### src/rtl/prog_count_pkg.sv
// Shared types and constants for the programmable BCD counter sequencer.
package prog_count_pkg;

    typedef enum logic [1:0] {IDLE, LOAD, RUN, NEXT} state_t;

    localparam int CNT_W   = 7;
    localparam int MAX_BCD = 99;

    // Targets above the counter's BCD range are clamped to its maximum.
    function automatic logic [CNT_W-1:0] sat_bcd(input logic [CNT_W-1:0] v);
        return (v > CNT_W'(MAX_BCD)) ? CNT_W'(MAX_BCD) : v;
    endfunction

endpackage

### src/rtl/prog_count_wdog.sv
// Per-segment watchdog: counts enabled cycles, term flags the cycle on which the count reaches WDOG_CYC.
module prog_count_wdog #(
    parameter int WDOG_CYC = 120
) (
    input  logic CLK,
    input  logic RST,
    input  logic clr,
    input  logic en,
    output logic term
);
    localparam int W = $clog2(WDOG_CYC + 1);

    logic [W-1:0] cnt_q, cnt_d;

    assign term = en && (cnt_q == W'(WDOG_CYC - 1));

    always_comb begin
        cnt_d = cnt_q;
        if (clr) begin
            cnt_d = '0;
        end else if (en && !term) begin
            cnt_d = cnt_q + W'(1);
        end
    end

    always_ff @(posedge CLK or posedge RST) begin
        if (RST) begin
            cnt_q <= '0;
        end else begin
            cnt_q <= cnt_d;
        end
    end

endmodule

### src/rtl/prog_count_seq.sv
// Runs the BCD counter through a table of targets, one LOAD/RUN/NEXT segment each, with watchdog and abort.
// Define PROG_COUNT_SEQ_LOOP_EN to add the loop input, which restarts the table after the last segment.
module prog_count_seq
    import prog_count_pkg::*;
#(
    parameter int DEPTH    = 4,
    parameter int AW       = 2,
    parameter int WDOG_CYC = 120
) (
    input  logic             CLK,
    input  logic             RST,
    input  logic             cfg_we,
    input  logic [AW-1:0]    cfg_addr,
    input  logic [CNT_W-1:0] cfg_data,
    input  logic [AW:0]      seq_len,
    input  logic             start,
    input  logic             abort,
`ifdef PROG_COUNT_SEQ_LOOP_EN
    input  logic             loop,
`endif
    output logic [CNT_W-1:0] cnt_max,
    output logic             cnt_run,
    input  logic             cnt_stop,
    output logic             busy,
    output logic [AW-1:0]    seg_idx,
    output logic             seg_done,
    output logic             seq_done,
    output logic             err
);
    state_t           state_q, state_d;
    logic [CNT_W-1:0] cnt_max_q, cnt_max_d;
    logic             cnt_run_q, cnt_run_d;
    logic             busy_q, busy_d;
    logic [AW-1:0]    seg_idx_q, seg_idx_d;
    logic [AW:0]      seq_len_q, seq_len_d;
    logic             seg_done_q, seg_done_d;
    logic             seq_done_q, seq_done_d;
    logic             err_q, err_d;
    logic [CNT_W-1:0] tbl_q [DEPTH];
    logic [CNT_W-1:0] tbl_d [DEPTH];

    logic wdog_term;
    logic last_seg;
    logic len_ok;
    logic loop_en;

`ifdef PROG_COUNT_SEQ_LOOP_EN
    assign loop_en = loop;
`else
    assign loop_en = 1'b0;
`endif

    assign last_seg = ({1'b0, seg_idx_q} == (seq_len_q - (AW+1)'(1)));
    assign len_ok   = (seq_len != '0) && (int'(seq_len) <= DEPTH);

    prog_count_wdog #(.WDOG_CYC(WDOG_CYC)) u_wdog (
        .CLK  (CLK),
        .RST  (RST),
        .clr  (state_q != RUN),
        .en   (state_q == RUN),
        .term (wdog_term)
    );

    always_comb begin
        state_d    = state_q;
        cnt_max_d  = cnt_max_q;
        cnt_run_d  = 1'b0;
        busy_d     = busy_q;
        seg_idx_d  = seg_idx_q;
        seq_len_d  = seq_len_q;
        seg_done_d = 1'b0;
        seq_done_d = 1'b0;
        err_d      = err_q;
        tbl_d      = tbl_q;

        case (state_q)
            IDLE: begin
                busy_d = 1'b0;
                if (cfg_we && (int'(cfg_addr) < DEPTH)) begin
                    tbl_d[cfg_addr] = sat_bcd(cfg_data);
                end
                if (start && !abort) begin
                    if (len_ok) begin
                        state_d   = LOAD;
                        busy_d    = 1'b1;
                        seg_idx_d = '0;
                        seq_len_d = seq_len;
                        err_d     = 1'b0;
                        cnt_max_d = tbl_q[0];
                    end else begin
                        err_d = 1'b1;
                    end
                end
            end
            LOAD: begin
                if (abort) begin
                    state_d = IDLE;
                    busy_d  = 1'b0;
                end else begin
                    state_d   = RUN;
                    cnt_run_d = 1'b1;
                end
            end
            RUN: begin
                // Abort outranks a same-cycle stop, and a real stop outranks the watchdog.
                if (abort) begin
                    state_d = IDLE;
                    busy_d  = 1'b0;
                end else if (cnt_stop) begin
                    state_d    = NEXT;
                    seg_done_d = 1'b1;
                    seq_done_d = last_seg;
                end else if (wdog_term) begin
                    state_d = IDLE;
                    busy_d  = 1'b0;
                    err_d   = 1'b1;
                end else begin
                    cnt_run_d = 1'b1;
                end
            end
            NEXT: begin
                if (abort) begin
                    state_d = IDLE;
                    busy_d  = 1'b0;
                end else if (!last_seg) begin
                    state_d   = LOAD;
                    seg_idx_d = seg_idx_q + AW'(1);
                    cnt_max_d = tbl_q[seg_idx_q + AW'(1)];
                end else if (loop_en) begin
                    state_d   = LOAD;
                    seg_idx_d = '0;
                    cnt_max_d = tbl_q[0];
                end else begin
                    state_d = IDLE;
                    busy_d  = 1'b0;
                end
            end
            default: begin
                state_d = IDLE;
                busy_d  = 1'b0;
            end
        endcase
    end

    always_ff @(posedge CLK or posedge RST) begin
        if (RST) begin
            state_q    <= IDLE;
            cnt_max_q  <= '0;
            cnt_run_q  <= 1'b0;
            busy_q     <= 1'b0;
            seg_idx_q  <= '0;
            seq_len_q  <= '0;
            seg_done_q <= 1'b0;
            seq_done_q <= 1'b0;
            err_q      <= 1'b0;
            for (int i = 0; i < DEPTH; i++) begin
                tbl_q[i] <= '0;
            end
        end else begin
            state_q    <= state_d;
            cnt_max_q  <= cnt_max_d;
            cnt_run_q  <= cnt_run_d;
            busy_q     <= busy_d;
            seg_idx_q  <= seg_idx_d;
            seq_len_q  <= seq_len_d;
            seg_done_q <= seg_done_d;
            seq_done_q <= seq_done_d;
            err_q      <= err_d;
            tbl_q      <= tbl_d;
        end
    end

    assign cnt_max  = cnt_max_q;
    assign cnt_run  = cnt_run_q;
    assign busy     = busy_q;
    assign seg_idx  = seg_idx_q;
    assign seg_done = seg_done_q;
    assign seq_done = seq_done_q;
    assign err      = err_q;

endmodule

### config.mk
export PLATFORM = sky130hd
export DESIGN_NAME = prog_count_seq
export DESIGN_NICKNAME = d
export VERILOG_FILES = /design/src/rtl/prog_count_pkg.sv /design/src/rtl/prog_count_wdog.sv /design/src/rtl/prog_count_seq.sv
export SDC_FILE = /design/constraint.sdc
export NUM_CORES = 1
export LEC_CHECK = 0
export CORE_UTILIZATION = 59
export DETAILED_ROUTE_END_ITERATION = 16
export PLACE_DENSITY = 0.84
export RECOVER_POWER = 50
export SLEW_MARGIN = 20
export SYNTH_ARGS = -nofsm -noshare
export SYNTH_HDL_FRONTEND = slang
export SYNTH_SLANG_ARGS = --single-unit
### constraint.sdc
create_clock -name CLK -period 4.3 [get_ports CLK]
set_input_delay 0.43 -clock CLK [delete_from_list [all_inputs] [get_ports CLK]]
set_output_delay 0.43 -clock CLK [all_outputs]
set_load 0.005 [all_outputs]
**After elaboration in Yosys (flattened, before gate mapping)**

Cells that the tools add are included.
Widths: inputs -> output; s select.

- Input bits: 18
- Logic and storage cells: 114
- Bits in registers: 54
- Output and inout port bits: 14

- $lt $le $gt $ge: 5
- Bitwise gates (word level): 2
- Eq/ne operators: 18
- Multiplexer cells: 54
- Reduce and logical (&&, ||, !) cells: 18
- $add $sub $neg: 3

Operators with widths:

| operator | number |
|---|---|
| $mux 7 | 10 |
| $bwmux 28 | 1 |
| $mux 1 | 25 |
| $mux 2 | 10 |
| $ne 2x2->1 const B | 9 |
| $bmux 7 s2 | 1 |
| $demux 7 s2 | 1 |
| $pmux 7 s2 | 1 |
| $reduce_and 5->1 | 2 |
| $ne 3x3->1 const B | 3 |
| $pmux 2 s4 | 1 |
| $add 7x1->7 const B | 1 |
| $eq 7x7->1 const B | 1 |
| $gt 7x7->1 const B | 1 |
| $ge 3x3->1 const B | 2 |
| $not 2->3 | 2 |
| $reduce_and 3->1 | 2 |
| $reduce_bool 2->1 | 3 |
| $logic_and 1x1->1 | 5 |
| $eq 2x2->1 const B | 2 |
| $ne 4x4->1 const B | 1 |
| $pmux 1 s2 | 2 |
| $pmux 1 s4 | 1 |
| $pmux 2 s2 | 1 |
| 11 further kinds | 12 |

**Longest topological paths before layout**

- Word-level depth: 8
- Depth in mapped cells: 8
- Depth with buffers taken out: 7

**Modules after synthesis**

Synthesis repeated with hierarchy kept, for this count alone.

- Cell total of the unflattened synthesis: 268
- Area, all modules: 2,712.6 sq um

Modules (own cells, without submodules):

| module | sequential area each (sq um) | cells an instance | area each (sq um) | instances |
|---|---|---|---|---|
| prog_count_seq | 1,176.1 | 227 | 2,312.2 | 1 |
| prog_count_wdog | 175.2 | 41 | 400.4 | 1 |

**Worst setup path before layout**

Ideal clock, no wire load.

- Path kind: reg2reg
- Start point: register seq_len_q[0]
- End point: register cnt_max_q[0], in the netlist cnt_max[0]
- Buffers on the path: 0
- Library setup time: 0.125 ns
- Data arrival time: 1.845 ns
- Clock period less this slack: 1.970 ns
- Setup slack: 2.330 ns
- Required time: 4.175 ns
- Cell stages (with the launch flop): 7
- Path through: dfrtp_1 -> inv_1 -> ha_1 -> xnor2_1 -> o311a_4 -> o21ai_4 -> mux2_2

- Cells in the longest elaborated chain, start to end: 4

Ends and longest elaborated chain:

| what | line | RTL |
|---|---|---|
| from (decl) | prog_count_seq.sv:35 | `logic [AW:0] seq_len_q, seq_len_d;` |
| from (signal assigned) | prog_count_seq.sv:165 | `seq_len_q <= seq_len_d;` |
| $sub 3x1->3 | prog_count_seq.sv:53 | `assign last_seg = ({1'b0, seg_idx_q} == (seq_len_q - (AW+1)'(1)));` |
| $eq 2x3->1 | prog_count_seq.sv:53 |  |
| $ne 2x2->1 (no source line) | -- |  |
| $reduce_and 5->1 (no source line) | -- |  |
| to (signal assigned) | prog_count_seq.sv:161 | `cnt_max_q <= cnt_max_d;` |
| to (decl) | prog_count_seq.sv:31 | `logic [CNT_W-1:0] cnt_max_q, cnt_max_d;` |

Every way passes these cells.
A chain may end at the register's enable or synchronous reset.

==> results.yml <==
placed_design:
  gp_congestion: 0.792
  io_buffers: 31
  dp_cells: 321
  place.detailed.hpwl_um: 3530
floorplan:
  ios: 32
  die_area_um2: 4740
  start_util_pct: 63.6
  core_area_um2: 4140
  rows: 23
  die_h_um: 68.9
  dieWidth_um: 68.9
run_status:
  status: "complete, but fails checks"
  violations: "max-capacitance violations, max-slew violations"
routing:
  drt-wirelength-per-cell_um: 14.8
  routed-via-count: 1886
  via_per_inst: 5.73
  wirelength_um: 4880
  drt_first_pass_iters: 4
  postRouteAntennaNets: 0
  drcViolationCount: 0
  drt_iter0_markers: 72
yosys:
  syn_area_um2: 2640
  synth_edf_count: 0
  syn_nets: 275
  synth_common_cells: "dfrtp_1, nand2_1, o21ai_0"
  yosys.area.top_type: "dfrtp_1"
  avgSynthCellArea_um2: 10.6
  synth.most_common_cell: "dfrtp_1"
  syn-instance-count: 250
  synth.area.top_cells: "dfrtp_1, mux2_2, nand2_1"
  ys_types: 38
  seq_area_frac_synth_pct: 51.2
  synth-warning-count: 0
  synth_top_area_share_pct: 51.2
  async_flop_share_pct: 100
  synthFlopType: "dfrtp_1"
  ys_ff_latch: 54
finish:
  fillCellCount: 312
  synthToLayoutAreaGrowth_pct: 16.0
  fin_nets: 303
  multi_input_area_um2: 1190
  stdcell_count: 329
  seqCellArea_um2: 1350
  drive_gt1_share_pct: 11.8
  n_antenna_cell: 0
hold_path:
  whs_path_depth: 2
  hold_class: "flop to flop"
clocking:
  cts_buffer_depth: 2
  clkTransAtPathRegs_ns: 0.10
  cts_setup_buffers: 0
  cts-root-buf: "clkbuf_8"
  cts_tree: "done"
  cts_buffers: 5
  cts.sinks: 54
  htreeDepth: 2
  ctsHoldBuffers: 0
  clock_latency_ns: 0.30
  cts_resized: 0
global_routing:
  grt_overflow_total: 0
  antenna_found_initial: 0
  grt_busiest_layer: "met2"
  grt_pass1_wl_um: 8290
  grt_pass1_vias: 1805
  grt_util_met3_pct: 5.10
  grt_start_max_net_pins: 55
  grt_util_all_layers_pct: 23.9
  grt_util_met1_pct: 30.1
  met2_usage_pct: 41.3
sta:
  finalHoldViolCount: 0
  slew_violations: 55
  clock.fmax_mhz: 447
  finalHoldWorstSlack_ns: 0.491
  slew_headroom_pct: -55.8
  setup_viol: 0
  skew_ns: 0.00587
  finalCritPeriodShare_pct: 52.0
  worst_pin_slew_ns: 2.32
  rsz0062_at_grt: "no"
  layout_min_cycle_time_ns: 2.24
  fin_setup_tns_ns: 0
run:
  maxCapViolations: 1
critical_path:
  crit_chain: "dlygate4sd3_1, clkinvlp_2"
  worstPathArrival_ns: 2.32
  cp.depth: 2
  worstSetupEndpointType: "asynchronous set/reset pin"
  critPathLaunchType: "input port"
  crit_buf_inv: 2
  crit_path_top_delay_cell: "clkinvlp_2"
  crit_type: "input port to asynchronous set/reset pin"
  crit_family: "buffers and inverters"
  worstRegToRegCells: 5
  crit_required_ns: 4.38
  crit_path_max_incr_delay_ns: 1.33
  critPathMaxFanout: 54
power:
  ir_drop_mv: 0.348
  powerDensity_nw_per_um2: 599
  power.leakage_nw: 1.37
[report_power, final]
part | switching (mW) | internal (mW)
sequential | 0.144 | 0.702
clock | 0.166 | 0.133
combinational | 0.308 | 0.381
[final timing paths]
kind / end / start / slack, ns
hold / removal: tbl_q[26] / tbl_q[26] / 0.49
setup / recovery: tbl_q[24] / RST / 2.06
setup reg to reg: state_q[1] / state_q[0] / 2.09
max in group CLK: state_q[1] / state_q[0] / 2.09
min in group asynchronous: u_wdog.cnt_q[2] / RST / 1.20
hold reg to reg: tbl_q[26] / tbl_q[26] / 0.49
[state kept, by name, indices dropped and copies added, names as in the netlist]
| register | flops |
|---|---|
| seq_len_q | 3 |
| cnt_max | 7 |
| u_wdog.cnt_q | 7 |
| seg_idx | 2 |
| err | 1 |
| seq_done | 1 |
| tbl_q | 28 |
| cnt_run | 1 |
| seg_done | 1 |
| state_q | 2 |
| busy | 1 |
[metal layers]
| layer | part of all wire, % | routed length (µm) | vias to the layer above |
|---|---|---|---|
| li1 | - | - | 937 |
| met1 | 45 | 2200 | 903 |
| met2 | 51 | 2470 | 41 |
| met3 | 3.4 | 167 | 5 |
| met4 | 0.96 | 47 | 0 |
| met5 | 0 | 0 | - |
[final cells by class]
cell class                 instances  share of cell area [%]
clock buffer                       6                    2.70
clock inverter                     2                   0.532
inverter                          12                    1.51
multi-input combinational        174                    38.9
sequential                        54                    44.2
tap                               50                    2.04
timing repair buffer              31                    10.1
[metrics by stage]
stage	area, µm²	power, mW	setup slack (ns)	util [%]
after CTS	3060	1.84	2.10	73.8
after floorplan	2640	1.32	2.33	-
final	3060	1.83	2.06	73.8
after global placement	2960	1.51	2.16	71.4
after detailed placement	2960	1.54	2.12	71.4
after global routing	3060	1.96	1.65	73.8
[cell usage in the layout (no fill, tap or decap), types with 2 or more instances in the layout]
cell / synthesis / layout
mux2_2: 20 / 20
nor2_1: 10 / 10
nand2_1: 41 / 41
xor2_1: 5 / 5
ha_1: 7 / 7
nand3b_1: 2 / 2
inv_1: 11 / 10
clkbuf_8: 0 / 6
or3_1: 3 / 3
mux2i_1: 9 / 9
o22ai_1: 9 / 9
nor3_1: 5 / 5
nand4b_1: 2 / 2
a21oi_1: 8 / 8
dlygate4sd3_1: 0 / 3
xnor2_1: 2 / 2
nand2b_1: 2 / 2
nand4_1: 2 / 2
a22o_1: 4 / 4
clkdlybuf4s50_1: 0 / 28
o21ai_0: 24 / 24
dfrtp_1: 54 / 54
nor2b_1: 2 / 2
nand3_1: 3 / 3
o41ai_1: 3 / 3
[logic make-up (layout without fill, tap and decap cells)]
| logic type | after synthesis | in the layout | synth area share (%) |
|---|---|---|---|
| multiplexers | 29 | 29 | 12.0 |
| AND/OR/NAND/NOR | 76 | 76 | 13.4 |
| flip-flops | 54 | 54 | 51.2 |
| AO/OA/AOI/OAI | 55 | 55 | 14.1 |
| adder cells (fa/ha/maj) | 7 | 7 | 3.32 |
| XOR/XNOR | 7 | 7 | 2.32 |
| buffers and inverters | 22 | 51 | 3.65 |
Power figures use the tool's default switching activity.
